## src/rtl/fetch_queue.sv

```systemverilog
// Fetch queue: issues instruction reads at the current PC, buffers in-order
// responses as (pc, instr) entries and hands them to decode.
// Ports:
//   clk, arst                 clock, async active-high reset
//   pc_in / pc_en_out         current PC in, advance strobe out
//   flush_in                  redirect, drops queued and in-flight fetches
//   imem_req_*                read request (valid/ready, addr)
//   imem_rsp_*                read response (valid, data), in request order
//   instr_* / instr_ready_in  head entry to decode (valid/ready)
module fetch_queue #(
    parameter int ADDR_W  = 32,
    parameter int INSTR_W = 32,
    parameter int DEPTH   = 4
) (
    input  logic               clk,
    input  logic               arst,
    input  logic [ADDR_W-1:0]  pc_in,
    output logic               pc_en_out,
    input  logic               flush_in,
    output logic               imem_req_valid_out,
    output logic [ADDR_W-1:0]  imem_req_addr_out,
    input  logic               imem_req_ready_in,
    input  logic               imem_rsp_valid_in,
    input  logic [INSTR_W-1:0] imem_rsp_data_in,
    output logic               instr_valid_out,
    output logic [INSTR_W-1:0] instr_out,
    output logic [ADDR_W-1:0]  instr_pc_out,
    input  logic               instr_ready_in
);
    localparam int PW = $clog2(DEPTH);
    localparam int CW = $clog2(DEPTH + 1);

    logic [ADDR_W-1:0]  pc_q    [DEPTH];
    logic [ADDR_W-1:0]  pc_d    [DEPTH];
    logic [INSTR_W-1:0] instr_q [DEPTH];
    logic [INSTR_W-1:0] instr_d [DEPTH];
    logic [DEPTH-1:0]   filled_q, filled_d;
    logic [PW-1:0]      alloc_ptr_q, alloc_ptr_d;
    logic [PW-1:0]      fill_ptr_q, fill_ptr_d;
    logic [PW-1:0]      read_ptr_q, read_ptr_d;
    logic [CW-1:0]      alloc_cnt_q, alloc_cnt_d;
    logic [CW-1:0]      inflight_q, inflight_d;
    logic [CW-1:0]      drop_cnt_q, drop_cnt_d;

    logic [CW:0] occ;
    logic        req_valid;
    logic        req_hs;
    logic        rsp_fire;
    logic        head_valid;
    logic        deq;

    // Outputs are forced low while reset is held, even before the first edge.
    always_comb begin
        occ        = {1'b0, alloc_cnt_q} + {1'b0, drop_cnt_q};
        req_valid  = !arst && !flush_in && (occ < (CW+1)'(DEPTH));
        req_hs     = req_valid && imem_req_ready_in;
        rsp_fire   = imem_rsp_valid_in && (inflight_q != '0);
        head_valid = !arst && !flush_in && filled_q[read_ptr_q];
        deq        = head_valid && instr_ready_in;
    end

    assign pc_en_out          = req_hs;
    assign imem_req_valid_out = req_valid;
    assign imem_req_addr_out  = pc_in;
    assign instr_valid_out    = head_valid;
    assign instr_out          = instr_q[read_ptr_q];
    assign instr_pc_out       = pc_q[read_ptr_q];

    always_comb begin
        pc_d        = pc_q;
        instr_d     = instr_q;
        filled_d    = filled_q;
        alloc_ptr_d = alloc_ptr_q;
        fill_ptr_d  = fill_ptr_q;
        read_ptr_d  = read_ptr_q;
        alloc_cnt_d = alloc_cnt_q;
        drop_cnt_d  = drop_cnt_q;
        inflight_d  = inflight_q + CW'(req_hs) - CW'(rsp_fire);
        if (flush_in) begin
            // Everything still outstanding after this cycle's response
            // belongs to the old path and must be discarded on arrival.
            filled_d    = '0;
            alloc_ptr_d = '0;
            fill_ptr_d  = '0;
            read_ptr_d  = '0;
            alloc_cnt_d = '0;
            drop_cnt_d  = inflight_d;
        end else begin
            if (req_hs) begin
                pc_d[alloc_ptr_q]     = pc_in;
                filled_d[alloc_ptr_q] = 1'b0;
                alloc_ptr_d           = alloc_ptr_q + PW'(1);
            end
            if (rsp_fire) begin
                if (drop_cnt_q != '0) begin
                    drop_cnt_d = drop_cnt_q - CW'(1);
                end else begin
                    instr_d[fill_ptr_q]  = imem_rsp_data_in;
                    filled_d[fill_ptr_q] = 1'b1;
                    fill_ptr_d           = fill_ptr_q + PW'(1);
                end
            end
            if (deq) begin
                filled_d[read_ptr_q] = 1'b0;
                read_ptr_d           = read_ptr_q + PW'(1);
            end
            alloc_cnt_d = alloc_cnt_q + CW'(req_hs) - CW'(deq);
        end
    end

    always_ff @(posedge clk or posedge arst) begin
        if (arst) begin
            pc_q        <= '{default: '0};
            instr_q     <= '{default: '0};
            filled_q    <= '0;
            alloc_ptr_q <= '0;
            fill_ptr_q  <= '0;
            read_ptr_q  <= '0;
            alloc_cnt_q <= '0;
            inflight_q  <= '0;
            drop_cnt_q  <= '0;
        end else begin
            pc_q        <= pc_d;
            instr_q     <= instr_d;
            filled_q    <= filled_d;
            alloc_ptr_q <= alloc_ptr_d;
            fill_ptr_q  <= fill_ptr_d;
            read_ptr_q  <= read_ptr_d;
            alloc_cnt_q <= alloc_cnt_d;
            inflight_q  <= inflight_d;
            drop_cnt_q  <= drop_cnt_d;
        end
    end

    // A response with nothing outstanding means the memory broke ordering.
    rsp_without_req : assert property (
        @(posedge clk) disable iff (arst)
        !(imem_rsp_valid_in && inflight_q == '0)
    );

endmodule

```

## config.mk

```make
export PLATFORM = sky130hd
export DESIGN_NAME = fetch_queue
export DESIGN_NICKNAME = d
export VERILOG_FILES = /design/src/rtl/fetch_queue.sv
export SDC_FILE = /design/constraint.sdc
export NUM_CORES = 1
export LEC_CHECK = 0
export ABC_AREA = 1
export CORE_UTILIZATION = 25
export CTS_CLUSTER_DIAMETER = 30
export CTS_CLUSTER_SIZE = 24
export DETAILED_ROUTE_END_ITERATION = 6
export SLEW_MARGIN = 15
export SYNTH_ARGS = -nofsm -noshare
export SYNTH_HDL_FRONTEND = slang
export SYNTH_SLANG_ARGS = --single-unit
```

## constraint.sdc

```tcl
create_clock -name clk -period 14.35 [get_ports clk]
set_clock_uncertainty 0.2 [all_clocks]
set_input_delay 2.87 -clock clk [delete_from_list [all_inputs] [get_ports clk]]
set_output_delay 2.87 -clock clk [all_outputs]
set_load 0.005 [all_outputs]
```

### Word-level counts from Yosys, hierarchy flattened

Index checks and enable logic that the tools add are counted.

| word-level totals | value |
|---|---|
| input port bits | 70 |
| register bits after elaboration | 275 |
| output and inout port bits | 99 |
| word-level logic and storage cells | 108 |

| cells by class | value |
|---|---|
| $lt $le $gt $ge | 12 |
| bitwise logic cells | 10 |
| add/subtract/negate cells | 9 |
| eq/ne operators | 1 |
| mux-type cells | 38 |
| reduce and logical (&&, ||, !) cells | 23 |

Operators with widths:

| operator | number |
|---|---|
| 128-bit bitwise mux | 2 |
| 32-bit 2-to-1 mux | 6 |
| 32-bit binary-select mux with 2-bit select | 2 |
| 32-bit demux with 2-bit select | 2 |
| 4-bit 2-to-1 mux | 7 |
| 2-bit 2-to-1 mux | 7 |
| 3-bit 2-to-1 mux | 4 |
| 1-bit logical AND | 11 |
| 3-bit >= comparator (second input constant) | 3 |
| 2-bit by 3-bit < comparator with 1-bit output (second input constant) | 3 |
| 2-bit NOT with 3-bit output | 3 |
| 4-bit AND | 2 |
| 4-bit NOT | 2 |
| 2-bit nonzero test | 4 |
| 2-bit by 1-bit adder with 2-bit output (second input constant) | 3 |
| 3-bit by 1-bit adder with 3-bit output | 2 |
| 1-bit demux with 2-bit select | 3 |
| 2-bit by 1-bit >= comparator with 1-bit output (second input constant) | 3 |
| 3-bit by 1-bit < comparator with 1-bit output (second input constant) | 2 |
| 2-bit AND reduction | 3 |
| 3-bit nonzero test | 2 |
| 3-bit by 1-bit subtractor with 3-bit output | 2 |
| 3-bit by 3-bit adder with 4-bit output | 1 |
| 4-bit by 3-bit < comparator with 1-bit output (second input constant) | 1 |
| other kinds (8) | 13 |

### Longest topological paths before layout

| logic depth | value |
|---|---|
| depth in word-level cells | 15 |
| mapped depth | 14 |
| depth with buffers taken out | 14 |

### Worst setup path before layout

OpenSTA, ideal clock, no wires.

| path | value |
|---|---|
| kind | input to output |
| from | input port arst |
| to | output port pc_en_out |
| path buffers | 0 |
| data arrival time | 3545 ps |
| cell stages on the path | 5 |
| setup slack | 7735 ps |
| data required time | 11280 ps |
| cells stage by stage | nor2_4 > nand2_2 > nor2_8 > nand2_1 > inv_1 |

| between the ends | value |
|---|---|
| longest elaborated chain between the ends | 4 |

RTL lines:

| element | line | source |
|---|---|---|
| start, declared | 16 | `input logic arst,` |
| 1-bit zero test (no source line) | - |  |
| 1-bit logical AND (2 in series) | 55 | `req_valid = !arst && !flush_in && (occ < (CW+1)'(DEPTH));` |
| via imem_req_valid_out | 20 | `output logic imem_req_valid_out,` |
| 1-bit logical AND | 56 | `req_hs = req_valid && imem_req_ready_in;` |
| end, declared | 18 | `output logic pc_en_out,` |

The timed path passes the listed nets, and every way through them passes these cells.

### Worst setup path in the final report

| path | value |
|---|---|
| from | input port flush_in |
| to | output port pc_en_out |

| between the ends | value |
|---|---|
| longest elaborated chain between the ends | 4 |

RTL lines:

| element | line | source |
|---|---|---|
| start, declared | 19 | `input logic flush_in,` |
| 1-bit zero test | 55 |  |
| 1-bit logical AND (2 in series) | 55 |  |
| 1-bit logical AND | 56 |  |

No other way between the ends.

==> results by stage <==
Status:
- The flow ran to the end, and the final reports show no timing, DRC or antenna violations.

Global route:
- The first global-routing pass estimated 58.4 mm of wire.
- The overall track demand over capacity in global routing is 14.6%.
- The maximum number of pins on one net before global-route repair is 128.
- The via count of the first global-routing pass was 10800.
- The number of antenna violations at the first check in global routing was 2.
- The residual overflow from global routing is 0.

Floorplan:
- The die area is 51700 um2.
- The area of the core is 50200 um2.
- The count of pins on the block boundary is 169.
- The die outline height is 227 um.
- The number of standard-cell rows in the floorplan is 82.
- The starting density of the core is 25.3%.
- The overall die width is 227 um.

Power:
- The design draws 3.48 mW.
- The share of total power in the clock network is 50.8%.
- The share of power burned in combinational logic is 18.5%.
- Summed over all cells, the static leakage comes to 8.43 nW.
- The reported net switching power is 0.936 mW.
- The switching share of power is 26.9%.
- The share of total power in sequential cells is 30.6%.
- The design internal power is 2.55 mW.
- The peak ir drop on the vdd network is 0.132 mV.
- The areal power density over the cells is 200 nW/um2.

Worst setup path:
- The critical path in this run is classified as primary input to output port.
- The slowest library cell on the worst path is sky130_fd_sc_hd__clkdlybuf4s50_1.
- The cell that appears most often on the critical path is sky130_fd_sc_hd__clkdlybuf4s50_1.
- STA puts the critical path data arrival time at 5160 ps.
- The kind of start point of the critical path is a primary input.
- The critical path's largest stage delay is 710 ps.
- STA puts the critical path data required time at 11280 ps.
- The kind of cell with the highest combined delay along the critical path is buffers and inverters.
- Along the worst path, the maximum fanout reaches 14.
- Walking the worst path, the cells encountered are clkdlybuf4s50_1 > nor2_4 > nand2_2 > nor2_8 > nand2_1 > inv_1 > clkdlybuf4s50_1.
- The worst setup path is captured at an output port.
- Counting both buffers and inverters, the worst setup path holds a total of 3.

Synth:
- The number of synthesized register bits is 275.
- The count of different cell masters after synthesis is 25.
- The summed instance area of the synthesized netlist is 12700 um2.
- After technology mapping, the gate count stands at 1545.
- Each instance of the synthesized netlist takes up on average 8.22 um2.
- For this run, the register share of the synthesized area comes to 54.2%.
- The synthesis warning total is 0.
- The net count after synthesis is 1637.

Layout:
- Across the whole layout, storage elements account for 6890 um2.
- In the layout the commonest cells are 507 x sky130_fd_sc_hd__nand2_1, 274 x sky130_fd_sc_hd__o21ai_0, 273 x sky130_fd_sc_hd__dfrtp_1.
- The share of post-route cells with drive strength above 1 is 9.45%.
- The number of nets in the finished design is 1767.
- Relative to the synthesized area, the layout overhead comes to 37.1%.
- The number of inserted filler cells in the final layout is 5105.
- The most frequent standard cell in the layout excluding fill and tap cells is sky130_fd_sc_hd__nand2_1.
- Summing all multi-input logic gate instances after layout gives 4850 um2.

Clock tree:
- The post-CTS repair timing setup buffer count is 0.
- The total clock sinks is 275.
- TritonCTS built the clock tree.
- The clock passes through at most 3 buffers.
- The CTS root buffer is sky130_fd_sc_hd__clkbuf_16.
- The clock insertion delay at the later pin of the skew report is 590 ps.
- The TritonCTS buffer count is 74.
- Buffers inserted to repair hold after CTS numbered 0.
- Clock-pin slew was measured on the worst setup and hold paths at 40 ps.
- The number of levels in the clock H-tree is 3.
- The post-cts gate resize count is 0.

Timing:
- The count of endpoints failing hold in the final timing report came to 0.
- The worst path in the final design needs a cycle of 8230 ps, including I/O delays and setup.
- The final-layout setup total negative slack is 0 ps.
- The max-slew violation count was 0.
- The pin slew with the least headroom to its limit is 1140 ps.
- Setup violations remaining at the end of the flow were counted as 0.
- Dividing the final minimum period by the clock period gives 57.4%.
- The tightest slew margin relative to the limit is 24.1%.
- For this run, the top clock speed supported by timing is 0.122 GHz.
- Setup repair after global routing left no endpoint under its margin.

Hold path:
- The type of the worst min-delay path is flip-flop to flip-flop.

Placed design:
- Buffers placed on the I/O ports in this run total 168.
- Once detailed placement completed, the half-perimeter wirelength came to 20.1 mm.
- The final weighted congestion of routability-driven global placement is 0.725.

Run:
- The number of maximum-capacitance constraint violations is 0.

Routing:
- The first-pass detailed-route iteration total is 5.
- Using the TritonRoute via totals, the vias-per-cell ratio works out to 4.50.
- The number of remaining DRC errors is 0.
- The final routed wirelength across all metal layers is 37.0 mm.
- Dividing the detail-routed wire length by the instance count gives 15.4 um.
- In this run the remaining antenna-violating nets after routing total 0.
- Across all layers, the routed design uses 10800 vias.
- The detailed router finished its first iteration with 830 violations.
power by group through the flow:
stage	clock [mW]	combinational (mW)	sequential, mW
5_1_grt	1.85	0.734	1.09
4_1_cts	1.81	0.655	1.07
3_5_place_dp	0	0.648	1.07
2_1_floorplan	0	0.353	1.05
6_report	1.77	0.645	1.07
3_3_place_gp	0	0.637	1.07
path summary, 6_finish.rpt:
path / slack [ps] / startpoint / endpoint / depth (start not counted)
max in group asynchronous: 9560 / arst / read_ptr_q[0]$_DFFE_PP0P_ / 3
setup reg to reg: 10680 / read_ptr_q[0]$_DFFE_PP0P_ / alloc_cnt_q[2]$_DFF_PP0_ / 13
setup / recovery: 6120 / flush_in / pc_en_out / 7
min in group asynchronous: 2720 / arst / instr_q[29]$_DFFE_PP0P_ / 2
hold / removal: 270 / pc_q[81]$_DFFE_PP0P_ / pc_q[81]$_DFFE_PP0P_ / 2
hold reg to reg: 270 / pc_q[81]$_DFFE_PP0P_ / pc_q[81]$_DFFE_PP0P_ / 2
worst register-to-register path: cells and delay by family, from the launching register on:
kind                       cells  cell delay [ps]
buffers and inverters          4              940
and+or+nand+nor                5              560
xor gates and xnor gates       1              160
DFF                            1              880
adders and majority gates      3              790
Yosys cell counts, drive strengths merged:
cell	n	share of area (%)
fa	2	0.32
and2	1	0.049
o22ai	45	2.2
xnor2	1	0.069
buf	48	2.8
clkbuf	76	2.2
xor2	1	0.069
dfrtp	275	54
nand3	16	1.0
o21ai	302	12
ha	20	2.0
nand2	512	15
nand4	4	0.20
inv	90	2.7
nand3b	1	0.16
a21oi	25	0.99
nor2	126	4.0
sequential cells by signal, summed over array words and instances (netlist names):
signal,flops
alloc_ptr_q,2
drop_cnt_q,3
alloc_cnt_q,3
fill_ptr_q,2
filled_q,4
pc_q,128
instr_q,128
inflight_q,3
read_ptr_q,2
layout make-up:
type	count	share of cell area, %
inverter	90	2.00
clock inverter	45	4.07
clock buffer	92	11.7
timing repair buffer	178	10.1
antenna	1	0.0144
tap	672	4.83
multi-input combinational	1056	27.8
sequential	275	39.5
per-layer routing:
| metal | vias up | track usage [%] | share of wire [%] |
|---|---|---|---|
| met2 | 330 | 23.9 | 47 |
| met3 | 71 | 4.50 | 7.0 |
| met1 | 5211 | 17.7 | 44 |
| li1 | 5227 | - | - |
| met4 | 2 | 5.87 | 2.2 |
| met5 | - | 0 | 0.046 |
cell families after synthesis:
logic type,count (synthesis),synth area share [%]
buffers and inverters,214,7.66
AOI/OAI and AO/OA,372,15.1
xor gates and xnor gates,2,0.138
and+or+nand+nor,660,20.6
adders and majority gates,22,2.29
DFF,275,54.2
through the flow:
| step | cell area [um2] | worst slack [ps] | util [%] | std cells | hold WS, ps |
|---|---|---|---|---|---|
| after floorplan | 12700 | 3700 | - | 1545 | 244 |
| after global placement | 14700 | 6110 | 29.3 | 2271 | 256 |
| after detailed placement | 14700 | 6110 | 29.3 | 2271 | 260 |
| after CTS | 17400 | 6100 | 34.7 | 2408 | 272 |
| after global routing | 17400 | 5960 | 34.7 | 2408 | 283 |
| final | 17400 | 6120 | 34.7 | 2409 | 271 |
No activity file was read; power rests on OpenSTA's default activity.
